File: src/rtl/bin2bcd_seq.sv
// bin2bcd_seq: sequential binary-to-BCD converter (shift-add-3 / double-dabble).
// The converter takes one value through a valid/ready handshake. It runs IN_W
// shift cycles, then holds the packed BCD result until the consumer accepts it.
// Inputs >= 10^DIGITS are flagged on ovf and give bcd = 0.
// Optional feature macro: BIN2BCD_BLANK_EN enables the leading-zero blank mask.
// When the macro is undefined, blank is tied to zero.
module bin2bcd_seq #(
  parameter int IN_W   = 7,
  parameter int DIGITS = 2
) (
  input  logic                  clk,
  input  logic                  rst,
  input  logic                  in_valid,
  output logic                  in_ready,
  input  logic [IN_W-1:0]       bin,
  output logic                  out_valid,
  input  logic                  out_ready,
  output logic [4*DIGITS-1:0]   bcd,
  output logic                  ovf,
  output logic [DIGITS-1:0]     blank
);

  localparam int BCD_W  = 4 * DIGITS;
  localparam int WORK_W = BCD_W + IN_W;
  localparam int CNT_W  = $clog2(IN_W + 1);

  // 10^n evaluated at elaboration; 10^8 still fits in 32 bits
  function automatic logic [31:0] pow10(input int n);
    logic [31:0] p;
    p = 32'd1;
    for (int k = 0; k < n; k++) p = p * 32'd10;
    return p;
  endfunction

  localparam logic [31:0] LIMIT = pow10(DIGITS);
  // When every IN_W-bit value fits in the digits, overflow can never happen
  localparam logic OVF_POSSIBLE = ((32'd1 << IN_W) > LIMIT);

  typedef enum logic [1:0] {S_IDLE, S_SHIFT, S_DONE} state_t;

  state_t               r_state;
  logic [WORK_W-1:0]    r_work;
  logic [CNT_W-1:0]     r_cnt;
  logic                 r_ovf_lat;
  logic                 r_out_valid;
  logic [BCD_W-1:0]     r_bcd;
  logic                 r_ovf;

  logic [WORK_W-1:0]    w_adj;
  logic [WORK_W-1:0]    w_next;
  logic [BCD_W-1:0]     w_res;
  logic                 w_ovf_in;
  logic                 w_last;

  assign in_ready  = (r_state == S_IDLE);
  assign out_valid = r_out_valid;
  assign bcd       = r_bcd;
  assign ovf       = r_ovf;

  assign w_ovf_in = OVF_POSSIBLE && (32'(bin) >= LIMIT);
  assign w_last   = (r_state == S_SHIFT) && (r_cnt == CNT_W'(IN_W - 1));
  // The result is taken from the post-shift value so that it is ready on the last shift edge
  assign w_res    = r_ovf_lat ? '0 : w_next[WORK_W-1 -: BCD_W];

  // Add 3 to every BCD nibble >= 5 (all in parallel), then shift the register left by one
  always_comb begin
    w_adj = r_work;
    for (int d = 0; d < DIGITS; d++) begin
      if (r_work[IN_W + 4*d +: 4] >= 4'd5)
        w_adj[IN_W + 4*d +: 4] = r_work[IN_W + 4*d +: 4] + 4'd3;
    end
    w_next = w_adj << 1;
  end

  // Control FSM with the working register, the shift counter and the registered result
  always_ff @(posedge clk or posedge rst) begin
    if (rst) begin
      r_state     <= S_IDLE;
      r_work      <= '0;
      r_cnt       <= '0;
      r_ovf_lat   <= 1'b0;
      r_out_valid <= 1'b0;
      r_bcd       <= '0;
      r_ovf       <= 1'b0;
    end else begin
      case (r_state)
        S_IDLE: begin
          if (in_valid) begin
            r_work    <= {{BCD_W{1'b0}}, bin};
            r_cnt     <= '0;
            r_ovf_lat <= w_ovf_in;
            r_state   <= S_SHIFT;
          end
        end
        S_SHIFT: begin
          r_work <= w_next;
          r_cnt  <= r_cnt + CNT_W'(1);
          if (w_last) begin
            r_state     <= S_DONE;
            r_out_valid <= 1'b1;
            r_bcd       <= w_res;
            r_ovf       <= r_ovf_lat;
          end
        end
        S_DONE: begin
          if (out_ready) begin
            r_state     <= S_IDLE;
            r_out_valid <= 1'b0;
          end
        end
        default: r_state <= S_IDLE;
      endcase
    end
  end

`ifdef BIN2BCD_BLANK_EN
  logic [DIGITS-1:0] r_blank;
  logic [DIGITS-1:0] w_blank_next;
  logic              w_zero_run;

  // Blank digit i when it and every digit above it are zero. Units are never blanked, and nothing is blanked on overflow
  always_comb begin
    w_zero_run   = 1'b1;
    w_blank_next = '0;
    for (int i = DIGITS - 1; i > 0; i--) begin
      w_zero_run      = w_zero_run && (w_res[4*i +: 4] == 4'd0);
      w_blank_next[i] = w_zero_run && !r_ovf_lat;
    end
  end

  // Blank mask is registered together with bcd on the final shift edge
  always_ff @(posedge clk or posedge rst) begin
    if (rst)         r_blank <= '0;
    else if (w_last) r_blank <= w_blank_next;
  end

  assign blank = r_blank;
`else
  assign blank = '0;
`endif

endmodule
File: config.mk
export PLATFORM = sky130hd
export DESIGN_NAME = bin2bcd_seq
export DESIGN_NICKNAME = d
export VERILOG_FILES = /design/src/rtl/bin2bcd_seq.sv
export SDC_FILE = /design/constraint.sdc
export NUM_CORES = 1
export LEC_CHECK = 0
export CAP_MARGIN = 10
export CORE_MARGIN = 2
export CORE_UTILIZATION = 40
export DETAILED_ROUTE_END_ITERATION = 8
export GPL_ROUTABILITY_DRIVEN = 0
export HOLD_SLACK_MARGIN = 0.08
export PLACE_DENSITY = 0.73
export SYNTH_ARGS = -nofsm -noshare
export SYNTH_HDL_FRONTEND = slang
export SYNTH_SLANG_ARGS = --single-unit
File: constraint.sdc
create_clock -name clk -period 1.9 [get_ports clk]
set_clock_uncertainty 0.1 [all_clocks]
set_input_delay 0.285 -clock clk [delete_from_list [all_inputs] [get_ports clk]]
set_output_delay 0.285 -clock clk [all_outputs]
set_load 0.03 [all_outputs]
Yosys cells after proc, flatten, opt, wreduce, memory -nomap -nowiden
Cells that the tools add are included.

storage, ports and cells
  bits in registers = 31
  bits in latches = 0
  bits in writable memories = 0
  bits in read-only memories = 0
  input bits = 11
  output and inout bits = 13
  logic and storage cells = 42
  memories kept = 0

cells by class
  add/subtract/negate cells = 3
  multipliers = 0
  div/mod/pow operators = 0
  magnitude comparators = 3
  equal/unequal tests = 6
  shift-type cells = 0
  muxes and demuxes = 14
  bitwise gates (word level) = 0
  reduce and logical (&&, ||, !) cells = 9

operators by type and width
  cell                   count
  $pmux W15 S2           1
  $mux W15               1
  $ge A4 B3 Y1 const B   2
  $mux W8                1
  $ge A7 B7 Y1 const B   1
  $mux W2                3
  $mux W3                2
  $ne A2 B2 Y1 const B   3
  $pmux W2 S3            1
  $pmux W3 S2            1
  $reduce_and A2 Y1      3
  $reduce_and A3 Y1      2
  $add A4 B2 Y4 const B  1
  $mux W4                1
  $reduce_bool A2 Y1     2
  $add A3 B1 Y3 const B  1
  $add A3 B2 Y3 const B  1
  $eq A3 B3 Y1 const B   1
  $eq A2 B1 Y1 const B   1
  $eq A2 B2 Y1 const B   1
  $logic_not A2 Y1       1
  $mux W1                2
  $pmux W1 S2            1
  $logic_and A1 B1 Y1    1

Logic depth before layout (Yosys ltp)
Gate-level depths: netlist (run 1).

  word-level depth = 4
  gate-level depth with buffers = 6
  gate-level depth less buffers = 6

Least setup slack after synthesis (run 1)
OpenSTA, ideal clock, no wires.

  path type = register to register
  start point = reg r_work[7]
  end point = reg r_bcd[2] (netlist: bcd[2])
  arrival time = 1.334 ns
  required time = 1.734 ns
  slack = 0.400 ns
  stages on the path, launching flop included = 6
  period minus slack after synthesis = 1.500 ns
  path through = dfrtp_1 > ha_1 > nand2b_1 > a21oi_1 > mux2i_1 > a22o_1

between the ends
  word-level cells in the longest chain between the ends = 3
  elaborated cells on any way between the ends = 4
  those cells by class = 1 x add/sub; 1 x order compare; 2 x mux

ends and longest elaborated chain
  element                                        line    RTL
  start: declaration                             42      logic [WORK_W-1:0] r_work;
  start signal: assignment                       89      r_work <= {{BCD_W{1'b0}}, bin};
  start signal: assignment                       96      r_work <= w_next;
  $add A4 B2 Y4 or $ge A4 B3 Y1 (tied branches)  70, 69
  $mux W4 *                                      69      if (r_work[IN_W + 4*d +: 4] >= 4'd5)
  $mux W8 *                                      63      assign w_res = r_ovf_lat ? '0 : w_next[WORK_W-1 -: BCD_W];
  end signal: assignment                         101     r_bcd <= w_res;
  end: declaration                               46      logic [BCD_W-1:0] r_bcd;

Every way passes the cells marked *; elsewhere a longest branch is shown, timed or not.
A chain may end at the register's enable or synchronous reset.

Worst setup path after layout (run 1)
  start point = reg r_state[0]
  end point = reg r_work[12]

between the ends
  word-level cells in the longest chain between the ends = 3
  elaborated cells on any way between the ends = 6
  those cells by class = 2 x eq/ne; 1 x mux; 3 x reduce/logical

ends and longest elaborated chain
  element                                                              line  RTL
  start: declaration                                                   41    state_t r_state;
  start signal: assignment                                             78    r_state <= S_IDLE;
  start signal: assignment                                             92    r_state <= S_SHIFT;
  start signal: assignment                                             99    r_state <= S_DONE;
  $eq A2 B1 Y1 or $logic_not A2 Y1 (tied branches)                     86    case (r_state)
  $reduce_bool A2 Y1 (no source line) or $ne A2 B2 Y1 (tied branches)  -
  $reduce_and A2 Y1 (no source line)                                   -

Parallel ways exist; a longest one is shown, timed or not.

==> summary.md, run 1 <==
| Metric | Value |
|---|---|
| Required time reported for the critical path endpoint | `2.01 ns` |
| Final core utilization | `51.9%` |
| 1st-pass router iterations | `5` |
| Post-synthesis simple-gate area fraction | `14.0%` |
| Slew at the pin with the worst max-slew slack | `0.945 ns` |
| Half-perimeter wire length of the detailed placement result | `2290 µm` |
| Total wire length after detailed routing | `3120 µm` |
| Netlist cell types | `31` |
| Cell internal power dissipation | `1.97 mW` |
| Final Setup Violations | `0` |
| Critical Path Fanout Max | `13` |
| Design Power | `3.27 mW` |
| Row count | `22` |
| Clock Pin Slew Worst Setup and Hold Paths | `0.06 ns` |
| TritonCTS clock tree | `done` |
| Number of diodes | `0` |
| Number of setup buffers added after CTS | `0` |
| DRC violation count after routing | `0` |
| Power density over the cells | `1720 nW/µm²` |
| DRC violation total after the first TritonRoute iteration | `30` |
| Die Span Y | `65.9 µm` |
| Crit path DAT | `1.81 ns` |
| Number of standard cells after synthesis | `147` |
| Power share of the clock group | `17.1%` |
| Area share of fa/ha/maj cells after synthesis | `4.90%` |
| Yosys warnings | `0` |
| Sequential element share of the synthesized area | `50.6%` |
| Synth Area in Compound Gates | `21.6%` |
| Clock tree buffer depth | `2` |
| Max-cap check violation count | `0` |
| Proportion of power drawn by flip-flops and latches | `36.7%` |
| Skew-Pair Late Insertion Delay | `0.27 ns` |
| Die area | `4340 µm²` |
| Syn-to-layout area delta | `23.9%` |
| Area occupied by multi-input gates | `691 µm²` |
| Combinational share of power | `46.2%` |
| Number of cells traversed by the worst register-to-register path | `2` |
| Post-synthesis sequential element count | `31` |
| Crit path launch type | `register` |
| Vias in the first global route | `1216` |
| Hold Violations, Final | `0` |
| Post-synthesis cell type with the largest combined area | `sky130_fd_sc_hd__dfrtp_1` |
| Number of vias per cell | `5.21` |
| Global-route wire length before repair | `5310 µm` |
| Worst Path Class, Setup | `register to register` |
| Count of H-tree levels built during CTS | `2` |
| Ports | `24` |
| Share of the synthesized area in the top cell type | `50.6%` |
| All-Layer GR Usage | `16.3%` |
| Port buffer count | `21` |
| Clock sink total | `31` |
| Routed vias | `1161` |
| Leading cell types by total area after synthesis | `sky130_fd_sc_hd__dfrtp_1, sky130_fd_sc_hd__a22o_1, sky130_fd_sc_hd__ha_1` |
| Leakage power figure | `0.844 nW` |
| Synth async-reset ratio | `100%` |
| Synth Area per Inst | `10.4 µm²` |
| Sw power | `1.30 mW` |
| Min Clock Period, post-route | `1.70 ns` |
| Worst slew margin | `36.9%` |
| Share of cell area taken by muxes after synthesis | `2.86%` |
| Primary FF master, synth | `sky130_fd_sc_hd__dfrtp_1` |
| Average wire per standard cell | `14.0 µm` |
| Area of the mapped netlist | `1530 µm²` |
| Largest net degree at the start of global routing | `32` |
| Cts bufs inserted | `5` |
| Clock root cell | `sky130_fd_sc_hd__clkbuf_8` |
| Fmax | `589 MHz` |
| Horizontal die dimension | `65.9 µm` |
| Count of antenna-violating nets left after detailed routing | `0` |
| Result of the run | `finished clean` |
| Peak supply drop | `0.000798 V` |
| Largest family of logic cells by synthesized area | `compound AO/OA/AOI/OAI gates` |
| Filler cell count | `321` |
| Initial antenna violation count | `0` |
| Final Non-Filler Cells | `223` |
| Placed Instances | `215` |
| Net total in the final layout | `191` |
| Unrepaired setup endpoints after global routing | `false` |
| Post-cts hold buffer count | `0` |
| Synth Area in XOR/XNOR | `1.14%` |
| Setup TNS | `0 ns` |
| Part of the cycle the worst path needs | `89.3%` |
| Endpoint class of the critical path | `register` |
| Minimum hold slack | `0.286 ns` |
| Share of final-layout standard cells stronger than drive strength 1 | `9.71%` |
| Count of final max-slew check failures | `0` |
| Total gr overflow | `0` |
| Hold WC Path Type | `input port to async pin` |
| Number of synthesized flops with an enable pin | `0` |
| Seq. cell area | `776 µm²` |
| Switching part of the total power | `39.8%` |
| Total core area | `3660 µm²` |
| Starting Density | `41.9%` |
-- timing repair --
item	in CTS	in global routing
resized for setup	1	0
endpoints found under the hold margin	0	0
setup endpoints to repair	1	0
-- flip-flops by register name (all words and copies together) (netlist names) --
signal,cells
bcd,8
out_valid,1
ovf,1
r_cnt,3
r_ovf_lat,1
r_state,2
r_work,15
-- per-stage QoR --
stage	area (µm²)	worst slack [ns]
after floorplan	1540	0.400
after global placement	1800	0.0537
after detailed placement	1800	0.00534
after CTS	1900	0.190
after global routing	1900	0.0531
final	1900	0.203
-- power groups by stage --
| stage | combinational, mW | clock [mW] | sequential, mW |
|---|---|---|---|
| floorplan | 0.924 | 0 | 1.32 |
| global placement | 1.46 | 0 | 1.19 |
| detailed placement | 1.52 | 0 | 1.21 |
| CTS | 1.52 | 0.575 | 1.20 |
| global route | 1.68 | 0.617 | 1.24 |
| finish | 1.51 | 0.558 | 1.20 |
-- routing by layer --
metal / vias up / wire (µm) / track usage [%]
met1: 553 / 1320 / 18.3
met4: 0 / 0 / 4.69
li1: 576 / - / -
met2: 32 / 1650 / 29.7
met3: 0 / 157 / 4.77
met5: - / 0 / 0
-- path summary, 6_finish.rpt --
check,startpoint,end,slack (ns)
worst max-delay path,r_state[0],r_work[12],0.20
min in group clk,bcd[4],bcd[4],0.38
worst min register to register,bcd[4],bcd[4],0.38
max in group asynchronous,rst,r_state[1],1.13
worst min-delay path,rst,r_work[2],0.29
worst max register to register,r_state[0],r_work[12],0.20
-- layout make-up --
cell class              instances  share of cell area, %
inverters                       7                   1.38
repair buffers                 26                   13.0
clock buffers                   8                   5.27
flip-flops and latches         31                   40.8
well taps                      48                   3.16
multi-input cells             103                   36.4
-- critical path, stage by stage (launching register included) --
cell and delay, ns:
sky130_fd_sc_hd__dfrtp_1 0.47, sky130_fd_sc_hd__o21bai_1 0.79, sky130_fd_sc_hd__a22o_1 0.27
-- cell usage after synthesis, drive strengths merged, types with 3 or more instances --
library cell and number:
o31ai 3, ha 6, dfrtp 31, mux2 3, a22oi 5, nand2 15
buf 5, nand2b 8, a22o 9, o21ai 15, inv 7, a21oi 11
nor2b 6, nor2 4
-- kinds of logic after synthesis --
kind of cell	count (synthesis)
multiplexers	4
other	1
AO/OA/AOI/OAI	50
adder cells (fa/ha/maj)	6
buffers and inverters	14
AND/OR/NAND/NOR	39
XOR/XNOR	2
flip-flops	31
-- cells in the final DEF, fill, tap and decap left out, types with 7 or more instances in the layout --
| cell | instances |
|---|---|
| sky130_fd_sc_hd__nand2b_1 | 8 |
| sky130_fd_sc_hd__dfrtp_1 | 31 |
| sky130_fd_sc_hd__a21oi_1 | 11 |
| sky130_fd_sc_hd__o21ai_0 | 15 |
| sky130_fd_sc_hd__inv_1 | 7 |
| sky130_fd_sc_hd__nand2_1 | 15 |
| sky130_fd_sc_hd__a22o_1 | 9 |
| sky130_fd_sc_hd__clkdlybuf4s50_1 | 20 |
| sky130_fd_sc_hd__clkbuf_8 | 7 |
Note: power is estimated with default switching activity, not from simulation.
==> inputs of run 2 (changes only) <==
--- a/config.mk
+++ b/config.mk
@@ -8,6 +8,7 @@
 export CAP_MARGIN = 10
 export CORE_MARGIN = 2
 export CORE_UTILIZATION = 40
+export CTS_BUF_LIST = sky130_fd_sc_hd__clkbuf_4
 export DETAILED_ROUTE_END_ITERATION = 8
 export GPL_ROUTABILITY_DRIVEN = 0
 export HOLD_SLACK_MARGIN = 0.08
==> run 2 against run 1 <==
  * Critical path depth shrank 1
  * Routed wire length grew 1.1%
  * Largest power group unchanged
  * Non-clock buffer count is the same
  * Clock power shrank 33%
  * Critical endpoint is now bcd[5]
==> summary.md, run 2 (synthesis gave the netlist of run 1 again) <==
| Metric | Value |
|---|---|
| Post-cts hold buffer count | `0` |
| Setup TNS | `0 ns` |
| TritonCTS clock tree | `done` |
| Number of setup buffers added after CTS | `0` |
| Required time reported for the critical path endpoint | `1.51 ns` |
| Final Setup Violations | `0` |
| Skew-Pair Late Insertion Delay | `0.33 ns` |
| Largest net degree at the start of global routing | `32` |
| Crit path launch type | `register` |
| Ports | `24` |
| Average wire per standard cell | `14.1 µm` |
| Leakage power figure | `0.823 nW` |
| DRC violation total after the first TritonRoute iteration | `37` |
| Max-cap check violation count | `0` |
| Final core utilization | `50.6%` |
| Most common cell after layout, fill and taps aside | `sky130_fd_sc_hd__dfrtp_1` |
| Share of final-layout standard cells stronger than drive strength 1 | `9.14%` |
| Critical Path Fanout Max | `2` |
| Slowest cell on the critical path | `sky130_fd_sc_hd__clkdlybuf4s50_1` |
| Die Span Y | `65.9 µm` |
| Starting Density | `41.9%` |
| Die area | `4340 µm²` |
| Routed vias | `1167` |
| Final Non-Filler Cells | `223` |
| Fin area | `1850 µm²` |
| Cts bufs inserted | `5` |
| Horizontal die dimension | `65.9 µm` |
| Clock sink total | `31` |
| Global-route wire length before repair | `5380 µm` |
| Endpoint class of the critical path | `output pin` |
| Min Clock Period, post-route | `1.76 ns` |
| Critical-path cell list | `clkdlybuf4s50_1` |
| Commonest cells after routing, fill and taps aside | `sky130_fd_sc_hd__dfrtp_1, sky130_fd_sc_hd__clkdlybuf4s50_1, sky130_fd_sc_hd__nand2_1, sky130_fd_sc_hd__o21ai_0, sky130_fd_sc_hd__a21oi_1` |
| Row count | `22` |
| Hold Violations, Final | `0` |
| Filler cell count | `322` |
| Minimum hold slack | `0.221 ns` |
| Placement Cell Area | `1800 µm²` |
| Total core area | `3660 µm²` |
| All-Layer GR Usage | `16.7%` |
| Placed Instances | `215` |
| Area occupied by multi-input gates | `691 µm²` |
| Total gr overflow | `0` |
| Result of the run | `finished clean` |
| Kind of cell with the highest combined delay on the critical path | `buffers and inverters` |
| Unrepaired setup endpoints after global routing | `false` |
| Number of cells traversed by the worst register-to-register path | `2` |
| Hold WC Path Type | `input port to async pin` |
| Clock Pin Slew Worst Setup and Hold Paths | `0.10 ns` |
| Clock root cell | `sky130_fd_sc_hd__clkbuf_4` |
| Crit Reg-Reg Startpoint | `r_state[0]` |
| Slowest cell delay on critical path | `0.67 ns` |
| Number of diodes | `0` |
| Net total in the final layout | `191` |
| Register name with the most flops | `r_work` |
| Power density over the cells | `1670 nW/µm²` |
| Slew at the pin with the worst max-slew slack | `0.928 ns` |
| Peak supply drop | `0.000629 V` |
| R2R Setup Slk | `0.21 ns` |
| Port buffer count | `21` |
| Worst slew margin | `38.0%` |
| Fmax | `569 MHz` |
| Syn-to-layout area delta | `20.8%` |
| CTS-repair resized insts | `1` |
| 1st-pass router iterations | `4` |
| Total wire length after detailed routing | `3150 µm` |
| Count of H-tree levels built during CTS | `2` |
| Count of antenna-violating nets left after detailed routing | `0` |
| Part of the cycle the worst path needs | `92.4%` |
| CP Buf/Inv Count | `1` |
| Half-perimeter wire length of the detailed placement result | `2290 µm` |
| Initial antenna violation count | `0` |
| DRC violation count after routing | `0` |
| Count of final max-slew check failures | `0` |
| Terminus of the critical flop-to-flop path | `r_work[12]` |
| Largest register FFs | `15` |
| Number of vias per cell | `5.23` |
| Seq. cell area | `776 µm²` |
| Worst Path Class, Setup | `register to output pin` |
| Vias in the first global route | `1220` |
| Crit path DAT | `1.37 ns` |
| Clock tree buffer depth | `2` |
-- run 2: changes by cell type in the layout (fill, tap and decap cells not counted) --
cell and delta:
sky130_fd_sc_hd__clkbuf_8 -7, sky130_fd_sc_hd__clkbuf_4 +6, sky130_fd_sc_hd__clkinv_1 +2, sky130_fd_sc_hd__clkbuf_1 -1
-- run 2: power breakdown --
group	switching (mW)	internal, mW	leakage, nW
Combinational	0.817	0.693	0.397
Sequential	0.258	0.942	0.395
Clock	0.223	0.151	0.0307
Total	1.30	1.79	0.823
-- run 2: per-stage QoR --
step           total power, mW  worst slack (ns)
2_1_floorplan             2.25             0.400
3_3_place_gp              2.65            0.0537
3_5_place_dp              2.73           0.00534
4_1_cts                   3.11             0.122
5_1_grt                   3.35            0.0416
6_report                  3.08             0.144
-- run 2: final cells by class --
| type | instances | area share, % |
|---|---|---|
| Inverter | 7 | 1.42 |
| Tap cell | 48 | 3.24 |
| Clock inverter | 2 | 0.405 |
| Multi-Input combinational cell | 103 | 37.3 |
| Sequential cell | 31 | 41.9 |
| Clock buffer | 6 | 2.43 |
| Timing Repair Buffer | 26 | 13.3 |
-- run 2: how the worst max path moves through the flow --
| stage | slack, ns | endpoint | depth (start not counted) | start |
|---|---|---|---|---|
| 5_1_grt | 0.04 | r_work[9] | 6 | r_work[7] |
| 6_report | 0.14 | bcd[5] | 1 | bcd[5] |
| 2_1_floorplan | 0.40 | bcd[2] | 5 | r_work[7] |
| 3_3_place_gp | 0.05 | r_work[10] | 3 | in_valid |
| 3_5_place_dp | 0.005 | r_work[12] | 3 | in_valid |
| 4_1_cts | 0.12 | bcd[5] | 1 | bcd[5] |
-- run 2: per-layer routing --
layer | track usage (%) | up-vias | part of all wire [%]
met5 | 0 | - | 0
met4 | 4.69 | 0 | 1.1
met3 | 5.11 | 5 | 5.3
met2 | 30.3 | 36 | 52
met1 | 18.9 | 554 | 42
li1 | - | 572 | -
==> inputs of run 3 (changes only) <==
--- a/config.mk
+++ b/config.mk
@@ -10,9 +10,10 @@
 export CORE_UTILIZATION = 40
 export CTS_BUF_LIST = sky130_fd_sc_hd__clkbuf_4
 export DETAILED_ROUTE_END_ITERATION = 8
+export DONT_BUFFER_PORTS = 1
 export GPL_ROUTABILITY_DRIVEN = 0
 export HOLD_SLACK_MARGIN = 0.08
-export PLACE_DENSITY = 0.73
+export PLACE_DENSITY = 0.65
 export SYNTH_ARGS = -nofsm -noshare
 export SYNTH_HDL_FRONTEND = slang
 export SYNTH_SLANG_ARGS = --single-unit
==> run 3 against run 2 <==
  * Power shrank 4.0%
  * Via count is 1.1% lower
  * Clock-buffer cell count decreased by 1
  * Combinational power fell by 18%
  * Sequential share of layout area increased by 2.3 points
  * Sequential power grew 14%
  * Flip-flop and latch count unchanged
  * Largest power group is now registers
  * Clock power decreased by 5.6%
  * Routed wire length is 0.57% higher
  * Fmax shrank 0.77%
  * Die area stayed put
  * First-iteration DRC count rose by 70%
==> summary.md, run 3 (synthesis gave the netlist of run 1 again) <==
| Metric | Value |
|---|---|
| Total gr overflow | `0` |
| Clock Pin Slew Worst Setup and Hold Paths | `0.09 ns` |
| Total wire length after detailed routing | `3170 µm` |
| 1st-pass router iterations | `5` |
| Horizontal die dimension | `65.9 µm` |
| Die Span Y | `65.9 µm` |
| Count of final max-slew check failures | `0` |
| Crit path launch type | `register` |
| Clock sink total | `31` |
| Minimum setup slack in the final design | `0.130 ns` |
| Setup TNS | `0 ns` |
| Final Non-Filler Cells | `214` |
| Count of H-tree levels built during CTS | `2` |
| Crit Reg-Reg Startpoint | `r_state[1]` |
| Fmax | `565 MHz` |
| Commonest cells after routing, fill and taps aside | `sky130_fd_sc_hd__dfrtp_1, sky130_fd_sc_hd__nand2_1, sky130_fd_sc_hd__o21ai_0` |
| Global-route wire length before repair | `5480 µm` |
| Hold Violations, Final | `0` |
| Part of the cycle the worst path needs | `93.2%` |
| Crit path DAT | `1.89 ns` |
| Peak supply drop | `0.000656 V` |
| Max-cap check violation count | `0` |
| Clock root cell | `sky130_fd_sc_hd__clkbuf_4` |
| Average wire per standard cell | `14.8 µm` |
| Final Setup Violations | `0` |
| Vias in the first global route | `1208` |
| All-Layer GR Usage | `16.9%` |
| Port buffer count | `0` |
| Row count | `22` |
| Share of final-layout standard cells stronger than drive strength 1 | `13.9%` |
| DRC violation total after the first TritonRoute iteration | `63` |
| Setup crit start | `r_state[1]` |
| Number of diodes | `0` |
| Worst min-delay path startpoint | `bin[2]` |
| TritonCTS clock tree | `done` |
| Ports | `24` |
| DRC violation count after routing | `0` |
| Total core area | `3660 µm²` |
| Leakage power figure | `0.799 nW` |
| Minimum hold slack | `0.0865 ns` |
| Min Clock Period, post-route | `1.77 ns` |
| Routed vias | `1154` |
| Largest net degree at the start of global routing | `32` |
| Critical Path Fanout Max | `9` |
| Required time reported for the critical path endpoint | `2.02 ns` |
| Count of antenna-violating nets left after detailed routing | `0` |
| Number of vias per cell | `5.39` |
| Cts bufs inserted | `5` |
| Worst Path Class, Setup | `register to register` |
| Starting Density | `41.9%` |
| Skew-Pair Late Insertion Delay | `0.33 ns` |
| Placed Instances | `195` |
| Unrepaired setup endpoints after global routing | `false` |
| Pre-CTS setup slack | `0.223 ns` |
| Half-perimeter wire length of the detailed placement result | `2120 µm` |
| Initial antenna violation count | `0` |
| Hold WC Path Type | `input port to register` |
| Fin area | `1760 µm²` |
| Clock tree buffer depth | `2` |
| Register name with the most flops | `r_work` |
| Endpoint class of the critical path | `register` |
| Power density over the cells | `1690 nW/µm²` |
| Result of the run | `finished clean` |
| Syn-to-layout area delta | `14.6%` |
| Placement Cell Area | `1600 µm²` |
| Most common cell after layout, fill and taps aside | `sky130_fd_sc_hd__dfrtp_1` |
| Die area | `4340 µm²` |
| Net total in the final layout | `183` |
| Largest register FFs | `15` |
[run 3: cell count changes in the layout (fill, tap and decap cells not counted), sizes merged]
cell           previous run  this run
clkdlybuf4s50            20         0
dlygate4sd3               0         7
buf                       5        11
clkbuf                    6         5
dlygate4sd2               1         0
[run 3: metal layers]
layer	GRT usage (%)	wire length (µm)	vias to the layer above
li1	-	-	549
met1	20.2	1330	567
met2	28.0	1590	32
met3	4.43	194	6
met4	7.81	51	0
met5	0	0	-
[run 3: critical path, stage by stage, from the launching register on]
cell and delay [ns]:
sky130_fd_sc_hd__dfrtp_1 0.36, sky130_fd_sc_hd__buf_6 0.14, sky130_fd_sc_hd__and2b_2 0.27, sky130_fd_sc_hd__a21oi_1 0.16, sky130_fd_sc_hd__dlygate4sd3_1 0.57, sky130_fd_sc_hd__o21ai_0 0.07
[run 3: through the flow]
step                util [%]  power [mW]
finish                  48.0        2.96
global route            48.0        3.20
CTS                     46.8        2.92
detailed placement      43.6        2.55
global placement        43.6        2.47
floorplan                  -        2.25
[run 3: layout make-up]
class	count	area, µm²
fillers	350	1900
flip-flops and latches	31	776
well taps	48	60.1
multi-input cells	103	692
clock buffers	5	37.5
inverters	7	26.3
clock inverters	2	8.76
repair buffers	18	156
[run 3: report_power, final]
part | internal, mW | switching [mW] | leakage (nW)
logic | 0.596 | 0.639 | 0.375
registers | 0.940 | 0.432 | 0.395
clock network | 0.131 | 0.222 | 0.0285
[run 3: path summary, 6_finish.rpt]
kind | endpoint | slack, ns | cells after the start
min | r_work[2] | 0.09 | 2
max | r_work[5] | 0.13 | 5
min reg2reg | r_work[14] | 0.42 | 2
min in group asynchronous | r_work[12] | 0.36 | 3
max reg2reg | r_work[5] | 0.13 | 5
max in group asynchronous | r_state[0] | 1.04 | 3
[run 3: timing repair]
action | CTS | global route
hold buffers | 7 | 0
buffers inserted | 0 | 5
hold endpoints to repair | 37 | 0
resized for setup | 0 | 2
setup endpoints to repair | 0 | 1
==> patch (flow settings as in run 2) <==
The parameter `DIGITS` goes from 2 to 1.
--- a/src/rtl/bin2bcd_seq.sv
+++ b/src/rtl/bin2bcd_seq.sv
@@ -6,7 +6,7 @@
 // When the macro is undefined, blank is tied to zero.
 module bin2bcd_seq #(
   parameter int IN_W   = 7,
-  parameter int DIGITS = 2
+  parameter int DIGITS = 1
 ) (
   input  logic                  clk,
   input  logic                  rst,
Ports: changed (resized bcd and blank); port bits go from 24 to 19. No check against the original RTL was run, so the function may have changed too.
==> patch against run 2 <==
Power down 33%; core utilization down 0.49 points; maximum frequency increased by 1.3%; wire length decreased by 36%; count of clock-buffer cells in the layout fell by 2; area after synthesis is 25% lower; sequential cell count decreased by 8; worst setup slack gained 22 ps; final area fell by 25%; critical path type unchanged; highest routed layer unchanged.
==> patch: results (changes against run 2) <==
status complete, no violations; R2R Path End bcd[2]; DP Area 1353 um^2 (-25%); Worst-path clk slew 120 ps (+20 ps); layout cell share with drive strength beyond 1 13.08% (+3.9 points); switching share of power 40.19% (-1.9 points); LEAKAGE 0.6258 nW (-24%); vias per inst 5.230 (about the same); 1st-iter DRT viols 16 (-57%); Cell variety after synth 28 (-9.7%); commonest cells in the netlist dfrtp_1, nand2_1, o21ai_0; RR Startpoint r_work[7]; clock power share 11.2% (-0.9 points); Area contributors post-synth dfrtp_1, o21ai_0, nand2_1, and3b_1, ha_1; largest fanout on the critical path 6 (+4); WL/cell 12.57 um (-11%); P_comb 0.000982 W (-35%); first-pass GRT wire length 3519 um (-35%); Logic pwr share 47.2% (-1.7 points); largest net degree at the start of global routing 24 (-25%); R2R Setup Slk 190 ps (-20 ps); Max VDD drop 1.057 mV (+68%); Setup WS pre-CTS 212.1 ps (+206.8 ps); max FFs per register 11 (-4); worst skew pair latency 300 ps (-30 ps); Critical Path Source r_state[1]; register area share after synthesis 49.78% (-0.83 points)
-- patch: cell count changes after synthesis, moves of 4 or more --
| cell | run 2 | this run |
|---|---|---|
| a22oi_1 | 5 | 0 |
| and3b_1 | 1 | 6 |
| nor2b_1 | 6 | 0 |
| a22o_1 | 9 | 4 |
| nand2b_1 | 8 | 4 |
| dfrtp_1 | 31 | 23 |
-- patch: worst min-delay path by stage --
| stage | slack (ps) | endpoint | cells after the start | start |
|---|---|---|---|---|
| after global placement | 370 | bcd[0] | 2 | bcd[0] |
| final | 190 | r_ovf_lat | 3 | rst |
| after floorplan | 190 | bcd[0] | 1 | rst |
| after global routing | 230 | r_work[5] | 3 | rst |
| after detailed placement | 370 | bcd[3] | 2 | bcd[3] |
| after CTS | 200 | r_work[5] | 3 | rst |
-- patch: cell families (layout without fill, tap and decap cells) --
| family | after synthesis | in the layout | synth area share (%) |
|---|---|---|---|
| simple gates | 36 | 36 | 16.99 |
| compound gates | 32 | 32 | 19.26 |
| flops | 23 | 23 | 49.78 |
| buf+inv | 12 | 30 | 5.303 |
| fa+ha+maj | 4 | 4 | 4.329 |
| mux | 3 | 3 | 3.246 |
| other cells | 1 | 1 | 0.3244 |
| xor+xnor | 1 | 1 | 0.7577 |
-- patch: stage by stage --
| stage | hold WS [ps] | cells | utilization, % |
|---|---|---|---|
| finish | 194.8 | 161 | 50.09 |
| floorplan | 186.9 | 112 | - |
| global placement | 366.3 | 157 | 49.05 |
| global route | 227.6 | 161 | 50.09 |
| CTS | 197.5 | 161 | 50.09 |
| detailed placement | 374.2 | 157 | 49.05 |
-- patch: layout make-up --
type / count / area, um^2
inverter: 5 / 18.77
fill: 263 / 1376
multi-input combinational: 77 / 519.2
timing repair buffer: 21 / 198.9
tap: 31 / 38.79
clock buffer: 4 / 30.03
sequential: 23 / 575.6
-- patch: per-layer routing --
metal	track usage [%]	part of all wire [%]	vias to the layer above
met3	2.232	3.7	2
li1	-	-	419
met2	23.21	48	18
met5	0	0	-
met4	3.987	1.1	0
met1	17.41	47	403
-- patch: what timing repair did --
| action | 4_1_cts | 5_1_grt |
|---|---|---|
| hold buffers | 0 | 0 |
| endpoints found under the hold margin | 0 | 0 |
| endpoints found under the setup margin | 1 | 0 |
| buffers inserted | 0 | 0 |
| gates resized for setup | 1 | 0 |
-- patch: worst max-delay path, cell delays in order (launching register included) --
cell,delay [ps]
dfrtp_1,490
nor2_4,140
dlygate4sd2_1,410
